`config.mk`:
```
export PLATFORM = sky130hd
export DESIGN_NAME = serial_adder_ctrl
export DESIGN_NICKNAME = d
export VERILOG_FILES = /design/src/rtl/serial_adder_ctrl_pkg.sv /design/src/rtl/full_adder.sv /design/src/rtl/serial_adder_ctrl.sv
export SDC_FILE = /design/constraint.sdc
export NUM_CORES = 1
export LEC_CHECK = 0
export CORE_ASPECT_RATIO = 2
export CORE_MARGIN = 2
export CORE_UTILIZATION = 52
export CTS_BUF_LIST = sky130_fd_sc_hd__clkbuf_4 sky130_fd_sc_hd__clkbuf_8 sky130_fd_sc_hd__clkbuf_16
export DETAILED_ROUTE_END_ITERATION = 8
export GPL_TIMING_DRIVEN = 0
export PLACE_DENSITY = 0.81
export SETUP_SLACK_MARGIN = 0.02
export SLEW_MARGIN = 0
export SYNTH_ARGS = -nofsm -noshare
export SYNTH_HDL_FRONTEND = slang
export SYNTH_SLANG_ARGS = --single-unit
export TNS_END_PERCENT = 30
```
`constraint.sdc`:
```
create_clock -name clk -period 1.9 [get_ports clk]
set_input_delay 0.475 -clock clk [delete_from_list [all_inputs] [get_ports clk]]
set_output_delay 0.475 -clock clk [all_outputs]
set_load 0.01 [all_outputs]
```
`src/rtl/serial_adder_ctrl_pkg.sv`:
```
// -----------------------------------------------------------------------------
// serial_adder_ctrl_pkg
//   Shared definitions for the bit-serial adder controller:
//     - FSM state encoding (IDLE=0, RUN=1, DONE=2)
//     - legal WIDTH range and a helper to test it at elaboration time
//   Imported by serial_adder_ctrl.
// -----------------------------------------------------------------------------
package serial_adder_ctrl_pkg;

  typedef enum logic [1:0] {
    ST_IDLE = 2'd0,
    ST_RUN  = 2'd1,
    ST_DONE = 2'd2
  } state_e;

  localparam int WIDTH_MIN = 2;
  localparam int WIDTH_MAX = 32;

  function automatic bit width_ok(input int width);
    return (width >= WIDTH_MIN) && (width <= WIDTH_MAX);
  endfunction

endpackage

```
`src/rtl/full_adder.sv`:
```
// -----------------------------------------------------------------------------
// full_adder
//   One-bit combinational full adder; the single arithmetic cell shared by
//   every bit position of the serial adder.
// Ports:
//   A, B   in  1  addend bits
//   Cin    in  1  carry in
//   Cout   out 1  carry out
//   S      out 1  sum bit
// -----------------------------------------------------------------------------
module full_adder (
  input  logic A,
  input  logic B,
  input  logic Cin,
  output logic Cout,
  output logic S
);

  logic p;

  assign p    = A ^ B;
  assign S    = p ^ Cin;
  assign Cout = (A & B) | (Cin & p);

endmodule

```
`src/rtl/serial_adder_ctrl.sv`:
```
// -----------------------------------------------------------------------------
// serial_adder_ctrl
//   Bit-serial WIDTH-bit adder. A start pulse in IDLE latches A, B and Cin;
//   the operands are then fed LSB-first through one full_adder, one bit per
//   clock, with the carry held in a flop between bits. After WIDTH cycles in
//   RUN the sum and carry-out are registered and done pulses for one cycle.
//
// Parameters:
//   WIDTH  operand/sum width, 2..32 (default 8)
//
// Ports:
//   clk    in   1      rising-edge clock
//   rst    in   1      asynchronous active-high reset
//   start  in   1      request, sampled in IDLE only
//   A, B   in   WIDTH  operands, sampled on the accepting edge
//   Cin    in   1      carry-in, sampled on the accepting edge
//   SUB    in   1      (only with SERIAL_ADDER_SUB_EN) 1 = compute A - B
//   busy   out  1      high while in RUN
//   done   out  1      one-cycle pulse; S/Cout valid from this cycle on
//   S      out  WIDTH  registered sum, held until the next accepted start
//   Cout   out  1      registered carry-out (no-borrow flag when subtracting)
//
// Configuration:
//   SERIAL_ADDER_SUB_EN  when defined, adds the SUB port and subtract mode.
// -----------------------------------------------------------------------------
module serial_adder_ctrl
  import serial_adder_ctrl_pkg::*;
#(
  parameter int WIDTH = 8
) (
  input  logic             clk,
  input  logic             rst,
  input  logic             start,
  input  logic [WIDTH-1:0] A,
  input  logic [WIDTH-1:0] B,
  input  logic             Cin,
`ifdef SERIAL_ADDER_SUB_EN
  input  logic             SUB,
`endif
  output logic             busy,
  output logic             done,
  output logic [WIDTH-1:0] S,
  output logic             Cout
);

  localparam int                CNT_W    = $clog2(WIDTH);
  localparam logic [CNT_W-1:0]  CNT_LAST = CNT_W'(WIDTH - 1);

  if (!width_ok(WIDTH)) begin : g_bad_width
    $error("serial_adder_ctrl: WIDTH must be in 2..32");
  end

  // ---------------------------------------------------------------------------
  // State
  // ---------------------------------------------------------------------------
  state_e             state_q, state_d;
  logic [WIDTH-1:0]   a_sh_q,  a_sh_d;
  logic [WIDTH-1:0]   b_sh_q,  b_sh_d;
  logic [WIDTH-1:0]   s_sh_q,  s_sh_d;
  logic               carry_q, carry_d;
  logic [CNT_W-1:0]   cnt_q,   cnt_d;
  logic [WIDTH-1:0]   s_q,     s_d;
  logic               cout_q,  cout_d;

  // ---------------------------------------------------------------------------
  // Operand conditioning at load time. Subtraction is A + ~B + 1, so the
  // caller's Cin is replaced by the forced 1.
  // ---------------------------------------------------------------------------
  logic [WIDTH-1:0] b_load;
  logic             c_load;

`ifdef SERIAL_ADDER_SUB_EN
  assign b_load = SUB ? ~B   : B;
  assign c_load = SUB ? 1'b1 : Cin;
`else
  assign b_load = B;
  assign c_load = Cin;
`endif

  // ---------------------------------------------------------------------------
  // Shared one-bit adder
  // ---------------------------------------------------------------------------
  logic fa_s, fa_cout;

  full_adder u_fa (
    .A    (a_sh_q[0]),
    .B    (b_sh_q[0]),
    .Cin  (carry_q),
    .Cout (fa_cout),
    .S    (fa_s)
  );

  // Sum shifter with the new bit entering at the MSB; after WIDTH shifts the
  // first (LSB) bit has reached position 0.
  logic [WIDTH-1:0] s_next;
  assign s_next = WIDTH'({fa_s, s_sh_q} >> 1);

  // ---------------------------------------------------------------------------
  // State register
  // ---------------------------------------------------------------------------
  // NOTE: sequential state uses non-blocking assignments so every flop samples
  // the pre-edge values, independent of statement order.
  // NOTE: every register, datapath included, is reset so an abort mid-RUN
  // leaves no stale partial result visible.
  always_ff @(posedge clk or posedge rst) begin
    if (rst) begin
      state_q <= ST_IDLE;
      a_sh_q  <= '0;
      b_sh_q  <= '0;
      s_sh_q  <= '0;
      carry_q <= 1'b0;
      cnt_q   <= '0;
      s_q     <= '0;
      cout_q  <= 1'b0;
    end else begin
      state_q <= state_d;
      a_sh_q  <= a_sh_d;
      b_sh_q  <= b_sh_d;
      s_sh_q  <= s_sh_d;
      carry_q <= carry_d;
      cnt_q   <= cnt_d;
      s_q     <= s_d;
      cout_q  <= cout_d;
    end
  end

  // ---------------------------------------------------------------------------
  // Next-state / datapath
  // ---------------------------------------------------------------------------
  // NOTE: every signal driven here is given a hold default first, so no path
  // leaves one unassigned and no latch is inferred.
  always_comb begin
    state_d = state_q;
    a_sh_d  = a_sh_q;
    b_sh_d  = b_sh_q;
    s_sh_d  = s_sh_q;
    carry_d = carry_q;
    cnt_d   = cnt_q;
    s_d     = s_q;
    cout_d  = cout_q;

    unique case (state_q)
      ST_IDLE: begin
        if (start) begin
          state_d = ST_RUN;
          a_sh_d  = A;
          b_sh_d  = b_load;
          carry_d = c_load;
          cnt_d   = '0;
        end
      end

      ST_RUN: begin
        s_sh_d  = s_next;
        carry_d = fa_cout;
        a_sh_d  = {1'b0, a_sh_q[WIDTH-1:1]};
        b_sh_d  = {1'b0, b_sh_q[WIDTH-1:1]};
        if (cnt_q == CNT_LAST) begin
          // Last bit: publish the result; cnt stays put so it never wraps.
          state_d = ST_DONE;
          s_d     = s_next;
          cout_d  = fa_cout;
        end else begin
          cnt_d   = cnt_q + CNT_W'(1);
        end
      end

      ST_DONE: begin
        state_d = ST_IDLE;
      end

      default: begin
        state_d = ST_IDLE;
      end
    endcase
  end

  // ---------------------------------------------------------------------------
  // Outputs: decoded from the state register, so busy and done are mutually
  // exclusive by construction.
  // ---------------------------------------------------------------------------
  assign busy = (state_q == ST_RUN);
  assign done = (state_q == ST_DONE);
  assign S    = s_q;
  assign Cout = cout_q;

endmodule

```
==> impl_metrics.ini, run 1 <==
[cts]
cts_root_buf = clkbuf_8
cts.sinks = 38
htree_levels = 2
clk_latency_ns = 0.29
clockBufferDepth = 2
cts-buffers-inserted = 5
tritoncts = done
hold_buffers = 0
clk_pin_slew_worst_paths_ns = 0.08

[critical_path]
cp.arrival_ns = 1.95
slowest_delay_ns = 0.49
cp-end-kind = flop
critPathMaxFanout = 10
crit_slowest_cell = clkdlybuf4s50_1
timing.rr.end = S[2]
cpLargestDelayFamily = buffers and inverters
reg2reg_depth = 5
worstSetupPathType = primary input to flop
worst-path-buf-inv = 3
cp-start-kind = primary input
r2r_start = cnt_q[0]
reg2reg_slack_ns = 0.19
cp_cell_sequence = clkdlybuf4s50_1 > buf_2 > clkbuf_1 > nor4b_1 > a211oi_1
required_ns = 2.06

[final_layout]
synthToLayoutAreaGrowth_pct = 26.1
num_antenna_cells = 0
drive_gt1_share_pct = 22.6
fin_util_pct = 67.6
nNetsFinal = 208
fin_area_um2 = 2280

[synthesis]
syn_area_um2 = 1810
synth.largest_area_cell = dfrtp_1
ys_ff_latch = 38
synth_area_leaders = dfrtp_1 (53%), mux2_2 (10%), nor4b_1 (5.8%), nor3b_1 (5.0%), a211oi_1 (4.6%)
syn_area_per_cell_um2 = 12.2
async_reset_ff_share_pct = 100
yosys_warnings = 0
ys_seq_area_share_pct = 52.5
synth_nets = 171
netlist.area_leader.share_pct = 52.5
synth_edf_count = 0
synth_top_flop_cell = dfrtp_1
synthCells = 148
synthDistinctLibCells = 27

[global_route]
grt_pass1_vias = 1352
grt_overflow = 0
grt_max_degree = 26
antenna_found_initial = 0
grt_pass1_wl_um = 6120
grtUsageTotal_pct = 20.9

[floorplanning]
initial_utilization_pct = 53.6
design.core.area_um2 = 3380
dieWidth_um = 45.7
die_y_um = 87.4
rows = 30
io_pins = 31
dieArea_um2 = 4000

[pwr]
p_leak_nw = 0.996
irDropWorstVdd_uv = 884
power_density_nw_per_um2 = 1500

[drt]
vias = 1325
drt_iter0_drc = 15
dr.pass1.iters = 4
routedWlPerCell_um = 16.4
drc_errors = 0
postRouteAntennaNets = 0
routed_wl_um = 3570
via_per_inst = 6.08

[min_path]
hold_depth = 1
worstHoldEndpoint = b_sh_q[7]
hp-start = b_sh_q[7]
min_path_type = flop to flop

[timing]
hold_viol = 0
period_minus_slack_ns = 1.79
finalCritPeriodShare_pct = 94.1
slew_viol_final = 0
setup_ws_ns = 0.112
slew_headroom_pct = 58.1
tightest_slew_ns = 0.627
tns_ns = 0
rsz0062_at_grt = true
setup_viol = 0
fin_skew_ns = 0.0126
clock.fmax_ghz = 0.559

[flow_run]
cap_violations = 0

[status]
status = finished, final reports clean

[placement]
dp_slack_ns = -0.180
gp_congestion = 0.804
port_buffers = 30
hpwl_um = 2660
placed_cell_area_um2 = 2180
==> power by group <==
| part | internal (mW) | switching [mW] | total, mW |
|---|---|---|---|
| Sequential | 1.20 | 0.242 | 1.44 |
| Clock | 0.292 | 0.281 | 0.573 |
| Combinational | 0.805 | 0.609 | 1.41 |
==> how the worst max path moves through the flow <==
stage,from,to,slack (ns),cells past startpoint
after global routing,start,b_sh_q[0],0.01,5
after floorplan,cnt_q[0],Cout,0.36,5
after detailed placement,start,b_sh_q[0],-0.18,5
after CTS,state_q[1],done,0.02,4
final,start,b_sh_q[0],0.11,5
after global placement,rst,a_sh_q[5],-0.20,2
==> placed cells by master (no fill, tap or decap), drive strengths merged, types with 5 or more instances in the layout <==
cell            n
clkbuf          9
mux2           16
inv            16
buf            10
dfrtp          38
nor4b          12
nor3b          12
clkdlybuf4s50  28
nand2b          5
a211oi         11
==> cell usage after synthesis, types with 2 or more instances <==
| cell | count |
|---|---|
| nor3b_1 | 12 |
| or4b_1 | 4 |
| a211oi_1 | 11 |
| nor4b_1 | 12 |
| buf_2 | 7 |
| a211o_1 | 2 |
| o221a_2 | 4 |
| nand3_1 | 2 |
| clkbuf_1 | 3 |
| o221ai_1 | 2 |
| dfrtp_1 | 38 |
| ha_1 | 2 |
| mux2_2 | 16 |
| inv_1 | 15 |
| nand2b_1 | 5 |
| nor4bb_1 | 2 |
==> flip-flops by register name, summed over array words and instances (netlist names) <==
name,cells
state_q,2
Cout,1
b_sh_q,8
a_sh_q,8
carry_q,1
cnt_q,3
s_sh_q,7
S,8
==> metal layers <==
layer / up-vias / track usage, % / part of all wire (%)
met5: - / 0 / 0
met4: 0 / 9.87 / 2.2
met3: 5 / 3.32 / 2.7
met2: 28 / 36.9 / 58
met1: 677 / 23.2 / 37
li1: 615 / - / -
==> metrics by stage <==
step	total power [mW]	std cells	hold slack, ns
after floorplan	2.35	148	0.451
after global placement	2.76	210	0.466
after detailed placement	2.87	211	0.476
after CTS	3.46	218	0.495
after global routing	3.68	218	0.505
final	3.42	218	0.494
==> repair_timing <==
| item | 4_1_cts | 5_1_grt |
|---|---|---|
| hold endpoints to repair | 0 | 0 |
| setup endpoints to repair | 2 | 2 |
| resized for setup | 6 | 3 |
| buffers inserted | 1 | 0 |
==> final cells by class <==
cell class,instances,area [um2]
Fill cell,250,1090
Sequential cell,38,951
Multi-Input combinational cell,82,737
Timing Repair Buffer,32,329
Clock buffer,6,82.6
Buffer,10,71.3
Inverter,16,60.1
Tap cell,32,40.0
Clock inverter,2,12.5
==> logic make-up after synthesis <==
kind of cell | synth area share (%)
AOI/OAI and AO/OA | 10.6
adders and majority gates | 2.49
buffers and inverters | 6.91
DFF | 52.5
muxes | 9.95
and+or+nand+nor | 17.5
(Power assumes the default switching activity.)
==> inputs of run 2 (changes only) <==
--- a/config.mk
+++ b/config.mk
@@ -5,9 +5,11 @@
 export SDC_FILE = /design/constraint.sdc
 export NUM_CORES = 1
 export LEC_CHECK = 0
+export CELL_PAD_IN_SITES_DETAIL_PLACEMENT = 1
+export CELL_PAD_IN_SITES_GLOBAL_PLACEMENT = 1
 export CORE_ASPECT_RATIO = 2
 export CORE_MARGIN = 2
-export CORE_UTILIZATION = 52
+export CORE_UTILIZATION = 42
 export CTS_BUF_LIST = sky130_fd_sc_hd__clkbuf_4 sky130_fd_sc_hd__clkbuf_8 sky130_fd_sc_hd__clkbuf_16
 export DETAILED_ROUTE_END_ITERATION = 8
 export GPL_TIMING_DRIVEN = 0
==> run 2 against run 1 <==
  * Sequential power barely moved
  * Clock skew fell by 0.0079 ns
  * Non-clock buffer count fell by 1
  * Die area rose by 22%
  * Worst setup slack improved by 0.0097 ns
  * Total power rose by 10%
  * Routed wire length rose by 22%
  * Critical path type is now flop to output pin
  * Largest cell class unchanged
  * Largest power group is now combinational logic
  * Highest routed layer unchanged
==> impl_metrics.ini, run 2 (synthesis gave the netlist of run 1 again) <==
[placement]
hpwl_um = 3080
dp_slack_ns = -0.313
port_buffers = 30
gp_congestion = 0.767
placed_cells = 230

[pwr]
power_density_nw_per_um2 = 1620
p_leak_nw = 1.01
irDropWorstVdd_uv = 989
p_total_mw = 3.78

[final_layout]
fin_cells = 237
num_antenna_cells = 0
regArea_um2 = 951
layout_commonest_cell = dfrtp_1
fillers = 432
multi_input_area_um2 = 742
nNetsFinal = 207
synthToLayoutAreaGrowth_pct = 29.1
final_cell_mix = dfrtp_1 (38), clkdlybuf4s50_1 (28), mux2_2 (16), inv_1 (14)
drive_gt1_share_pct = 23.2

[global_route]
antenna_found_initial = 0
grt_max_degree = 39
grt_overflow = 0
grt_pass1_wl_um = 7310
grt_pass1_vias = 1473
grtUsageTotal_pct = 19.8

[critical_path]
reg2reg_depth = 5
cp-start-kind = flop
reg2reg_slack_ns = 0.18
worstSetupPathType = flop to output pin
required_ns = 1.42
cp.arrival_ns = 1.30
cp-end-kind = output pin
timing.rr.end = S[3]
r2r_start = cnt_q[0]
critPathMaxFanout = 19

[drt]
dr.pass1.iters = 4
drc_errors = 0
vias = 1314
routed_wl_um = 4360
via_per_inst = 5.54
routedWlPerCell_um = 18.4
drt_iter0_drc = 15
postRouteAntennaNets = 0

[min_path]
min_path_type = flop to flop
worstHoldEndpoint = b_sh_q[7]
hp-start = b_sh_q[7]
hold_depth = 1

[timing]
fin_skew_ns = 0.00462
slew_headroom_pct = 45.5
tightest_slew_ns = 0.816
setup_ws_ns = 0.122
clock.fmax_ghz = 0.562
tns_ns = 0
finalCritPeriodShare_pct = 93.6
worst_hold_slack_ns = 0.510
rsz0062_at_grt = false
slew_viol_final = 0
hold_viol = 0
period_minus_slack_ns = 1.78
setup_viol = 0

[floorplanning]
dieArea_um2 = 4880
dieWidth_um = 50.4
design.core.area_um2 = 4130
initial_utilization_pct = 43.8
rows = 33
io_pins = 31
die_y_um = 96.9

[cts]
cts-buffers-inserted = 5
clockBufferDepth = 2
cts_root_buf = clkbuf_8
clk_pin_slew_worst_paths_ns = 0.08
htree_levels = 2
hold_buffers = 0
cts.sinks = 38
tritoncts = done
clk_latency_ns = 0.29

[flow_run]
cap_violations = 0

[status]
status = finished, final reports clean
-- run 2: how the worst max path moves through the flow --
| stage | from | endpoint | slack [ns] | cells after the start |
|---|---|---|---|---|
| 2_1_floorplan | cnt_q[0] | Cout | 0.36 | 5 |
| 3_3_place_gp | rst | b_sh_q[5] | -0.19 | 2 |
| 3_5_place_dp | rst | b_sh_q[4] | -0.31 | 2 |
| 4_1_cts | start | b_sh_q[1] | 0.09 | 5 |
| 5_1_grt | state_q[1] | done | 0.05 | 4 |
| 6_report | state_q[1] | done | 0.12 | 4 |
-- run 2: routing by layer --
metal,part of all wire [%],GRT usage [%],vias up
met5,0,0,-
met4,1.7,7.48,0
met3,2.9,3.24,7
met2,59,36.5,32
met1,37,21.8,665
li1,-,-,610
-- run 2: repair_timing --
item,CTS,global route
endpoints found under the setup margin,29,4
buffers inserted,1,0
gates resized for setup,13,2
-- run 2: through the flow --
step | util, % | area [um2]
after global routing | 56.6 | 2340
after global placement | 52.7 | 2180
after CTS | 56.6 | 2340
final | 56.6 | 2340
after floorplan | - | 1810
after detailed placement | 52.7 | 2180
-- run 2: final cells by class --
cell class	count	share of cell area (%)
clock inverters	2	2.57
plain buffers	10	3.05
flip-flops and latches	38	40.7
repair buffers	31	12.9
inverters	16	2.73
multi-input cells	82	31.7
well taps	52	2.78
clock buffers	6	3.53
-- run 2: critical path: stages (launching register included) --
cell and delay [ns]:
dfrtp_1 0.40, buf_6 0.20, buf_8 0.15, nor2b_1 0.12, buf_2 0.13
-- run 2: report_power, final --
part | internal [mW] | switching [mW] | leakage (nW) | total [mW]
Clock | 0.560 | 0.286 | 0.0714 | 0.846
Combinational | 0.810 | 0.665 | 0.490 | 1.47
Sequential | 1.19 | 0.263 | 0.446 | 1.46
==> inputs of run 3 (changes only) <==
--- a/config.mk
+++ b/config.mk
@@ -8,14 +8,12 @@
 export CELL_PAD_IN_SITES_DETAIL_PLACEMENT = 1
 export CELL_PAD_IN_SITES_GLOBAL_PLACEMENT = 1
 export CORE_ASPECT_RATIO = 2
-export CORE_MARGIN = 2
 export CORE_UTILIZATION = 42
 export CTS_BUF_LIST = sky130_fd_sc_hd__clkbuf_4 sky130_fd_sc_hd__clkbuf_8 sky130_fd_sc_hd__clkbuf_16
 export DETAILED_ROUTE_END_ITERATION = 8
 export GPL_TIMING_DRIVEN = 0
 export PLACE_DENSITY = 0.81
 export SETUP_SLACK_MARGIN = 0.02
-export SLEW_MARGIN = 0
 export SYNTH_ARGS = -nofsm -noshare
 export SYNTH_HDL_FRONTEND = slang
 export SYNTH_SLANG_ARGS = --single-unit
==> run 3 against run 2 <==
  * Total power up 1.1%
  * Final area up 1.3%
  * Worst setup slack better by 0.011 ns
  * Non-clock buffer count up 1
  * Critical path type is now flop to flop
  * Critical path depth up 1
  * Combinational power about the same
  * Clock skew down 0.00054 ns
  * Global-route usage up 3.8 points
  * Register-to-register slack worse by 0.05 ns
  * Largest cell class unchanged
==> impl_metrics.ini, run 3 (synthesis gave the netlist of run 1 again) <==
[status]
status = finished, final reports clean

[global_route]
grt_use_met2_pct = 44.4
grt_overflow = 0
grt_pass1_wl_um = 7850
grtUsageMet1_pct = 24.4
grt_pass1_vias = 1536
grt.busiest_layer = met2
use_met3_pct = 4.67
grt_max_degree = 23
antenna_found_initial = 0
grtUsageTotal_pct = 23.7

[critical_path]
worst-path-buf-inv = 1
crit_slowest_cell = dfrtp_1
worstSetupPathType = flop to flop
required_ns = 2.08
cpLargestDelayFamily = adder cells
slowest_delay_ns = 0.41
cp.arrival_ns = 1.95
critPathMaxFanout = 10
cp_cell_sequence = ha_1 > ha_1 > nand3b_1 > buf_2 > mux2_2
cp-start-kind = flop
critPathMostFrequentCell = ha_1
cp-end-kind = flop

[placement]
gp_congestion = 0.803
dp_slack_ns = -0.235
port_buffers = 30
hpwl_um = 3250

[floorplanning]
design.core.area_um2 = 4130
rows = 33
initial_utilization_pct = 43.8
dieArea_um2 = 4590
dieWidth_um = 48.4
die_y_um = 94.9
io_pins = 31

[cts]
clk_pin_slew_worst_paths_ns = 0.08
hold_buffers = 0
clk_latency_ns = 0.30
htree_levels = 2
cts.sinks = 38
cts_root_buf = clkbuf_8
tritoncts = done
clockBufferDepth = 2
cts-buffers-inserted = 5

[timing]
period_minus_slack_ns = 1.77
setup_viol = 0
slew_viol_final = 0
worst_hold_slack_ns = 0.491
tightest_slew_ns = 0.758
finalCritPeriodShare_pct = 93.0
tns_ns = 0
clock.fmax_ghz = 0.566
rsz0062_at_grt = false
fin_skew_ns = 0.00408
slew_headroom_pct = 49.4
hold_viol = 0
setup_ws_ns = 0.133

[drt]
postRouteAntennaNets = 0
vias = 1360
dr.pass1.iters = 4
via_per_inst = 5.71
drc_errors = 0
routed_wl_um = 4580
drt_iter0_drc = 18
routedWlPerCell_um = 19.3

[final_layout]
fillers = 435
layout_commonest_cell = dfrtp_1
num_antenna_cells = 0
drive_gt1_share_pct = 24.2
synthToLayoutAreaGrowth_pct = 30.8
final_cell_mix = dfrtp_1 (37), clkdlybuf4s50_1 (28), mux2_2 (16), inv_1 (15)
nNetsFinal = 208

[min_path]
min_path_type = flop to flop

[pwr]
power_density_nw_per_um2 = 1610
p_clk_share_pct = 22.3
switching_power_mw = 1.24
p_sw_share_pct = 32.5
p_leak_nw = 1.03
share_comb_of_total_power_pct = 39.4
irDropWorstVdd_uv = 924
power_frac_seq_pct = 38.3
internal_power_mw = 2.58

[flow_run]
cap_violations = 0
==> run 3: cell types whose count changed in the layout (fill, tap and decap cells not counted) <==
cell | before | now
buf_16 | 0 | 1
buf_6 | 2 | 1
buf_8 | 1 | 2
clkinvlp_4 | 1 | 0
dfrtp_1 | 38 | 37
dfrtp_2 | 0 | 1
inv_1 | 14 | 15
nor2b_1 | 1 | 0
nor2b_2 | 0 | 1
==> run 3: worst paths after layout <==
check / cells after the start / start / to / slack, ns
max in group asynchronous: 3 / rst / S[5] / 0.68
max: 5 / cnt_q[0] / S[1] / 0.13
max reg2reg: 5 / cnt_q[0] / S[1] / 0.13
min reg2reg: 1 / b_sh_q[7] / b_sh_q[7] / 0.49
min in group asynchronous: 2 / rst / state_q[1] / 0.65
min: 1 / b_sh_q[7] / b_sh_q[7] / 0.49
==> run 3: layer usage <==
| metal | up-vias | share of wire, % | wire, um |
|---|---|---|---|
| li1 | 616 | - | - |
| met1 | 703 | 36 | 1640 |
| met2 | 33 | 59 | 2680 |
| met3 | 8 | 3.2 | 147 |
| met4 | 0 | 2.4 | 109 |
| met5 | - | 0 | 0 |
==> run 3: timing repair <==
| item | in CTS | in global routing |
|---|---|---|
| endpoints found under the setup margin | 2 | 5 |
| buffers inserted | 1 | 0 |
| endpoints found under the hold margin | 0 | 0 |
| gates resized for setup | 11 | 6 |
==> run 3: layout make-up <==
type | instances | area [um2] | share of cell area, %
tap | 52 | 65.1 | 2.75
buffer | 10 | 75.1 | 3.17
inverter | 16 | 60.1 | 2.54
sequential | 38 | 952 | 40.2
clock inverter | 2 | 60.1 | 2.54
clock buffer | 6 | 82.6 | 3.49
multi-input combinational | 82 | 744 | 31.4
timing repair buffer | 32 | 329 | 13.9
==> run 3: power groups by stage <==
stage               registers (mW)  logic, mW  clock network (mW)
detailed placement            1.46       1.48                   0
global route                  1.52       1.66               0.893
global placement              1.42       1.35                   0
floorplan                     1.42      0.926                   0
CTS                           1.46       1.52               0.874
finish                        1.46       1.50               0.851
==> run 3: per-stage QoR <==
step | util, % | area (um2) | instances | total power [mW]
2_1_floorplan | - | 1810 | 148 | 2.35
3_3_place_gp | 52.7 | 2180 | 230 | 2.77
3_5_place_dp | 53.4 | 2200 | 231 | 2.94
4_1_cts | 57.2 | 2360 | 238 | 3.85
5_1_grt | 57.4 | 2370 | 238 | 4.07
6_report | 57.4 | 2370 | 238 | 3.82
